[src/rtl/pattern_scan_pkg.sv]
// pattern_scan_pkg: shared widths and controller state encoding for the pattern scanner
package pattern_scan_pkg;
    localparam int BYTE_W = 8;
    localparam int CNT_W = 4;
    localparam int WIN_W = 4;
    typedef enum logic [1:0] {IDLE = 2'd0, SHIFT = 2'd1, REPORT = 2'd2} state_t;
endpackage

[src/rtl/pattern_scan_if.sv]
// pattern_scan_if: two requester handshakes plus the result bus of pattern_scan_ctrl
interface pattern_scan_if;
    import pattern_scan_pkg::*;
    logic req0_valid, req1_valid;
    logic [BYTE_W-1:0] req0_data, req1_data;
    logic req0_ready, req1_ready;
    logic done, done_id;
    logic [CNT_W-1:0] match_cnt;
    modport master(
        output req0_valid, req1_valid, req0_data, req1_data,
        input req0_ready, req1_ready, done, done_id, match_cnt
    );
    modport slave(
        input req0_valid, req1_valid, req0_data, req1_data,
        output req0_ready, req1_ready, done, done_id, match_cnt
    );
endinterface

[src/rtl/serial_pattern_match.sv]
// serial_pattern_match: sliding-window serial detector with saturating match counter
module serial_pattern_match
    import pattern_scan_pkg::*;
#(
    parameter logic [WIN_W-1:0] PATTERN = 4'b1101,
    parameter bit OVERLAP = 1'b1
) (
    input logic clk,
    input logic clr,
    input logic clear,
    input logic bit_valid,
    input logic bit_in,
    output logic [CNT_W-1:0] count
);
    logic [WIN_W-1:0] win, cand;
    logic [2:0] seen;
    logic hit, flush;

    // seen counts earlier bits of this byte, saturating once the window is full
    assign cand = {win[WIN_W-2:0], bit_in};
    assign hit = bit_valid && seen == 3'(WIN_W - 1) && cand == PATTERN;
    assign flush = hit && !OVERLAP;

    always_ff @(posedge clk or negedge clr)
        if (!clr) begin
            win <= '0;
            seen <= '0;
            count <= '0;
        end else if (clear) begin
            win <= '0;
            seen <= '0;
            count <= '0;
        end else if (bit_valid) begin
            win <= flush ? '0 : cand;
            seen <= flush ? '0 : (seen == 3'(WIN_W - 1)) ? seen : seen + 3'd1;
            count <= count + CNT_W'(hit && count != '1);
        end
endmodule

[src/rtl/pattern_scan_ctrl.sv]
// pattern_scan_ctrl: round-robin grant of one byte, serial scan for PATTERN, one-cycle result report
module pattern_scan_ctrl
    import pattern_scan_pkg::*;
#(
    parameter logic [WIN_W-1:0] PATTERN = 4'b1101,
    parameter bit OVERLAP = 1'b1
) (
    input logic clk,
    input logic clr,
    pattern_scan_if.slave bus
);
    state_t state, nxt;
    logic ptr, gid, id_q, any, gnt, take, shifting, rep;
    logic [BYTE_W-1:0] sr;
    logic [2:0] bcnt;
    logic [CNT_W-1:0] cnt, cnt_q;

    assign any = bus.req0_valid | bus.req1_valid;
    assign gnt = (bus.req0_valid & bus.req1_valid) ? ptr : bus.req1_valid;
    assign take = (state == IDLE) & any;
    assign shifting = state == SHIFT;
    assign rep = state == REPORT;

    // result outputs show the live count while reporting, then hold the captured copy
    always_comb begin
        nxt = take ? SHIFT : shifting ? (&bcnt ? REPORT : SHIFT) : IDLE;
        bus.req0_ready = clr & take & ~gnt;
        bus.req1_ready = clr & take & gnt;
        bus.done = rep;
        bus.done_id = rep ? gid : id_q;
        bus.match_cnt = rep ? cnt : cnt_q;
    end

    always_ff @(posedge clk or negedge clr)
        if (!clr) begin
            state <= IDLE;
            ptr <= 1'b0;
            gid <= 1'b0;
            id_q <= 1'b0;
            sr <= '0;
            bcnt <= '0;
            cnt_q <= '0;
        end else begin
            state <= nxt;
            if (take) begin
                sr <= gnt ? bus.req1_data : bus.req0_data;
                gid <= gnt;
                ptr <= ~gnt;
                bcnt <= '0;
            end else if (shifting) begin
                sr <= sr << 1;
                bcnt <= bcnt + 3'd1;
            end
            if (rep) begin
                id_q <= gid;
                cnt_q <= cnt;
            end
        end

    serial_pattern_match #(.PATTERN(PATTERN), .OVERLAP(OVERLAP)) u_match (
        .clk(clk),
        .clr(clr),
        .clear(take),
        .bit_valid(shifting),
        .bit_in(sr[BYTE_W-1]),
        .count(cnt)
    );
endmodule

[src/flat_wrapper.sv]
// flat-port wrapper written by rule: the top's interface ports become plain ports
module pattern_scan_ctrl_flat import pattern_scan_pkg::*;
#(
    parameter logic [WIN_W-1:0] PATTERN = 4'b1101,
    parameter bit OVERLAP = 1'b1
)
  (clk, clr, bus_req0_valid, bus_req1_valid, bus_req0_data, bus_req1_data, bus_req0_ready, bus_req1_ready, bus_done, bus_done_id, bus_match_cnt);
  pattern_scan_if bus_i ();
  input logic clk;
  input logic clr;
  input wire logic [$bits(bus_i.req0_valid)-1:0] bus_req0_valid;
  input wire logic [$bits(bus_i.req1_valid)-1:0] bus_req1_valid;
  input wire logic [$bits(bus_i.req0_data)-1:0] bus_req0_data;
  input wire logic [$bits(bus_i.req1_data)-1:0] bus_req1_data;
  output wire logic [$bits(bus_i.req0_ready)-1:0] bus_req0_ready;
  output wire logic [$bits(bus_i.req1_ready)-1:0] bus_req1_ready;
  output wire logic [$bits(bus_i.done)-1:0] bus_done;
  output wire logic [$bits(bus_i.done_id)-1:0] bus_done_id;
  output wire logic [$bits(bus_i.match_cnt)-1:0] bus_match_cnt;
  assign bus_i.req0_valid = bus_req0_valid;
  assign bus_i.req1_valid = bus_req1_valid;
  assign bus_i.req0_data = bus_req0_data;
  assign bus_i.req1_data = bus_req1_data;
  assign bus_req0_ready = bus_i.req0_ready;
  assign bus_req1_ready = bus_i.req1_ready;
  assign bus_done = bus_i.done;
  assign bus_done_id = bus_i.done_id;
  assign bus_match_cnt = bus_i.match_cnt;
  pattern_scan_ctrl #(.PATTERN(PATTERN), .OVERLAP(OVERLAP)) u_core (.clk(clk), .clr(clr), .bus(bus_i));
endmodule
[config.mk]
export PLATFORM = sky130hd
export DESIGN_NAME = pattern_scan_ctrl_flat
export DESIGN_NICKNAME = d
export VERILOG_FILES = /design/src/rtl/pattern_scan_pkg.sv /design/src/rtl/pattern_scan_if.sv /design/src/rtl/serial_pattern_match.sv /design/src/rtl/pattern_scan_ctrl.sv /design/src/flat_wrapper.sv
export SDC_FILE = /design/constraint.sdc
export NUM_CORES = 1
export LEC_CHECK = 0
export CAP_MARGIN = 30
export CELL_PAD_IN_SITES_DETAIL_PLACEMENT = 1
export CELL_PAD_IN_SITES_GLOBAL_PLACEMENT = 1
export CORE_MARGIN = 4
export CORE_UTILIZATION = 43
export DETAILED_ROUTE_END_ITERATION = 7
export HOLD_SLACK_MARGIN = 0.05
export MAX_ROUTING_LAYER = met4
export PLACE_DENSITY = 0.86
export SLEW_MARGIN = 20
export SYNTH_ARGS = -nofsm -noshare
export SYNTH_HDL_FRONTEND = slang
export SYNTH_SLANG_ARGS = --single-unit
[constraint.sdc]
create_clock -name clk -period 2.9 [get_ports clk]
set_input_delay 0.58 -clock clk [delete_from_list [all_inputs] [get_ports clk]]
set_output_delay 0.58 -clock clk [all_outputs]
set_load 0.03 [all_outputs]
# Word level (Yosys, flattened, before mapping)
# Index checks and enable logic that the tools add are counted.
# totals
word_cells	51
mem_bits_ro	0
inputBits	20
ff_bits	30
ramBits	0
memories	0
latchBits	0
output_inout_bits	8
# op_classes
div	0
n_bitwise	7
shifts	0
addsub	3
muxes	18
n_reduce_logical	7
mul	0
n_lt_le_gt_ge	0
eq_ne	6
# op_table
operator	n
8-bit two-way mux	3
3-bit two-way mux	7
4-bit two-way mux	3
3-bit by 1-bit adder with 3-bit output, second input constant	2
2-bit two-way mux	3
1-bit bitwise AND	5
4-bit by 1-bit adder with 4-bit output	1
4-bit equality test, second input constant	1
4-bit inequality test, second input constant	1
3-bit by 2-bit equality test with 1-bit output, second input constant	1
1-bit logical AND	3
3-bit AND reduction	1
2-bit by 1-bit equality test with 1-bit output, second input constant	1
2-bit equality test, second input constant	1
2-bit logical NOT	1
1-bit two-way mux	2
2-bit by 1-bit inequality test with 1-bit output, second input constant	1
2-bit AND reduction	1
2-bit nonzero test	1
1-bit NOT	1
1-bit OR	1

# Longest topological paths before layout
# depth
word_depth	7
mapped_depth	10
mapped_depth_nobuf	10

# Hierarchy
# From an unflattened synthesis, not the netlist that was laid out.
# unflattened
cells_unflattened	134
hier_area_um2	1575.3
# by_module_without_submodules
module	area_per_inst_um2	n_inst	seq_area_each_um2	cells_each
pattern_scan_ctrl	1073.5	1	500.5	91
serial_pattern_match	501.7	1	250.2	43

# Worst setup path after synthesis
# Ideal clock, no wire load.
# synth_path
kind	register to output
startpoint	register u_core.state[0]
endpoint	output bus_match_cnt[3]
required_time_ns	2.320
arrival_ns	1.414
path_slack_ns	0.906
stages_incl_launch_ff	4
path_buffers	1
path_cell_list	dfrtp_1 -> nand2b_1 -> buf_2 -> o21ai_0
# synth_via
elab_chain_cells	2
# synth_lines
element	line_no	source
start: declaration	pattern_scan_ctrl.sv:12	state_t state, nxt;
start signal: assignment	pattern_scan_ctrl.sv:44	state <= nxt;
2-bit equality test	pattern_scan_ctrl.sv:22	assign rep = state == REPORT;
4-bit two-way mux	pattern_scan_ctrl.sv:31	bus.match_cnt = rep ? cnt : cnt_q;
end: declaration	flat_wrapper.sv:19	output wire logic [$bits(bus_i.match_cnt)-1:0] bus_match_cnt;
# Every way passes these cells.

# Worst setup path after layout
# layout_path
startpoint	register u_core.state[1]
endpoint	output bus_match_cnt[1]
# Same word-level chain as after synthesis.

==> metrics <==
nets@finish=198; critical path arrival=2.13 ns; RSZ-0062 raised after global routing=false; H-tree Lvls=2; clock sinks=30; final HPWL from detailed placement=3030 microns; sequential cell area fraction in the yosys report=0.500; Power Density=977 nW/um^2; startpoint types=register; core area=3360 sq um; f_max=368 MHz; area of the multi-input gates=674 sq um; Crit Path Max Fanout=9; GRT overflow=0; most frequent cells in the layout=dfrtp_1 (30), clkdlybuf4s50_1 (25), nand2_1 (14); WHS=0.481 ns; Fillers=395; TritonCTS Buffers=5; drt pass-1 iters=7; largest cells by area after synthesis=dfrtp_1 (50%), ha_1 (5.0%), a32oi_1 (4.1%); antenna cells=0; CTS clock-pin slew for the worst setup and hold paths=0.10 ns; I/O Buffers=27; worst slew pin tran=0.483 ns; CTS tree=built; antenna violations before repair=0; DRT iter0 DRCs=73; GRT Overall Usage=0.226; commonest non-fill, non-tap cell in the layout=dfrtp_1; post-synth cell types=38; via count=1,296; post-synthesis simple-gate area fraction=0.168; CTS Hold Bufs=0; Max Cap Violations=0; chip height=67.1 microns; Worst path top cell family by delay=buffers and inverters; syn_nets=169; DIE AREA=4500 sq um; Netlist Area Pre-Place=1500 sq um; Seq cells post-synth=30; Post-DRT Antenna Nets=0; Core Rows=21; setup TNS=0 ns; Clock Latency Late Sink=0.35 ns; Root Driver=clkbuf_4; crit share post-route=0.936; Hold Vio Cnt, Final=0; critical path type=register to primary output; Layout area overhead=27.2%; Pleak=0.860 nW; CP Capture Type=primary output; main combinational cell family by area after synthesis=compound AO/OA/AOI/OAI gates; complex-gate fraction of the synthesized area=0.185; Hold Path Class=register to register; dominant cell type by area after synthesis=dfrtp_1; max-slew violation count=0; Finish-stage setup viols=0; run status=complete, no violations; post-DR wirelength/cell=19.7 microns; mux cell area share after synthesis=0.0400; min Tclk post-route=2.71 ns; first-pass GRT wire length=7200 microns; yosys warns=0; Adder-Cell Fraction of Synth Area=0.0500; via/cell ratio=5.92; GPL Wtd Cong=0.859; vias in the first global route=1,425; Reg area=751 sq um; largest net degree at the start of global routing=27; max_slew headroom=0.677; drt total wl=4310 microns; share of cells above drive strength 1=0.156; Post-Synth XOR/XNOR Area=0.00583; cell chain of the critical path=nand2b_1 -> mux2_2 -> clkdlybuf4s50_1; Worst path max stage delay=0.59 ns; slowest stage cell on the critical path=clkdlybuf4s50_1; average cell area after synthesis=10.5 sq um; starting density of the core=0.447; Synth Instances=143; top cell type's share of synthesized area=0.500; CTS Buffer Depth=2; VDD IR-drop max=0.406 mV; Worst Path Required=2.32 ns; Bufs and invs on worst path=1; postcts setup bufs=0; DRC=0; Max Clock Skew=0.0126 ns; I/O pin total=28; chip width=67.1 microns
==> state kept, by name, summed over array words and instances (netlist names) <==
| signal | cells |
|---|---|
| u_core.bcnt | 3 |
| u_core.u_match.count | 4 |
| u_core.u_match.win | 3 |
| u_core.id_q | 1 |
| u_core.gid | 1 |
| u_core.state | 2 |
| u_core.sr | 8 |
| u_core.u_match.seen | 3 |
| u_core.cnt_q | 4 |
| u_core.ptr | 1 |
==> cell type report <==
cell class,count,share of cell area
Multi-Input combinational cell,99,0.353
Clock inverter,2,0.0314
Tap cell,46,0.0301
Sequential cell,30,0.393
Inverter,4,0.00785
Timing Repair Buffer,32,0.158
Clock buffer,6,0.0268
==> metrics by stage <==
stage	cell area, sq um	power (mW)	cells	worst slack (ns)	util
after floorplan	1500	1.20	143	0.906	-
after global placement	1800	1.36	211	0.444	0.535
after detailed placement	1800	1.42	211	0.386	0.535
after CTS	1910	1.88	219	0.147	0.568
after global routing	1910	2.00	219	0.0477	0.568
final	1910	1.87	219	0.186	0.568
==> cells in the mapped netlist <==
| master | n |
|---|---|
| a21boi_2 | 1 |
| a32oi_1 | 7 |
| dfrtp_1 | 30 |
| and4b_1 | 1 |
| nand4_1 | 7 |
| nor2_1 | 3 |
| a22o_1 | 3 |
| or3_1 | 2 |
| nor3b_1 | 1 |
| and2_1 | 2 |
| a21o_1 | 2 |
| a21oi_1 | 9 |
| nor2b_1 | 1 |
| a41oi_1 | 1 |
| a211oi_1 | 1 |
| nor2_2 | 1 |
| o21ai_1 | 7 |
| inv_1 | 4 |
| nor3_1 | 1 |
| nand2_1 | 14 |
| and3_1 | 3 |
| nand2b_1 | 3 |
| xor2_1 | 1 |
| o21ai_0 | 1 |
| nor3_2 | 1 |
| ha_1 | 6 |
| nand3_1 | 2 |
| a21oi_2 | 1 |
| a31oi_1 | 7 |
| mux2_4 | 1 |
| and2_2 | 1 |
| or2_2 | 1 |
| a221o_1 | 1 |
| mux2_2 | 4 |
| nand3b_1 | 1 |
| nand2_2 | 1 |
| buf_2 | 8 |
| buf_6 | 2 |
==> power breakdown <==
| group | switching, mW | internal [mW] | total [mW] |
|---|---|---|---|
| Clock | 0.157 | 0.292 | 0.449 |
| Sequential | 0.117 | 0.585 | 0.702 |
| Combinational | 0.400 | 0.318 | 0.718 |
| Total | 0.673 | 1.20 | 1.87 |
==> per-layer routing <==
| metal | wire length, microns | vias to the layer above | global-route usage | share of wire |
|---|---|---|---|---|
| met5 | 0 | - | - | 0 |
| met4 | 85 | 0 | 0.0835 | 0.020 |
| met3 | 217 | 12 | 0.0354 | 0.050 |
| met2 | 2280 | 44 | 0.377 | 0.53 |
| met1 | 1730 | 652 | 0.276 | 0.40 |
| li1 | - | 588 | - | - |
==> repair_timing <==
item | 4_1_cts | 5_1_grt
gates resized for setup | 0 | 1
endpoints found under the setup margin | 0 | 1
hold endpoints to repair | 0 | 0
==> path summary, 6_finish.rpt <==
| path | startpoint | to | slack (ns) | cells past startpoint |
|---|---|---|---|---|
| min | u_core.gid$_DFFE_PN0P_ | u_core.gid$_DFFE_PN0P_ | 0.48 | 1 |
| max in group asynchronous | clr | u_core.gid$_DFFE_PN0P_ | 1.74 | 2 |
| min in group asynchronous | clr | u_core.sr[2]$_DFFE_PN0P_ | 0.51 | 1 |
| min reg2reg | u_core.gid$_DFFE_PN0P_ | u_core.gid$_DFFE_PN0P_ | 0.48 | 1 |
| max | u_core.state[1]$_DFF_PN0_ | bus_match_cnt[1] | 0.19 | 3 |
| max reg2reg | u_core.u_match.seen[0]$_DFFE_PN0P_ | u_core.u_match.count[3]$_DFFE_PN0P_ | 0.83 | 9 |
==> logic make-up (layout without fill, tap and decap cells) <==
kind of cell	after synthesis	in the layout
AO/OA/AOI/OAI	41	41
XOR/XNOR	1	1
adder cells (fa/ha/maj)	6	6
buffers and inverters	14	44
flip-flops	30	30
multiplexers	5	5
AND/OR/NAND/NOR	46	46
Power figures use the tool's default switching activity.
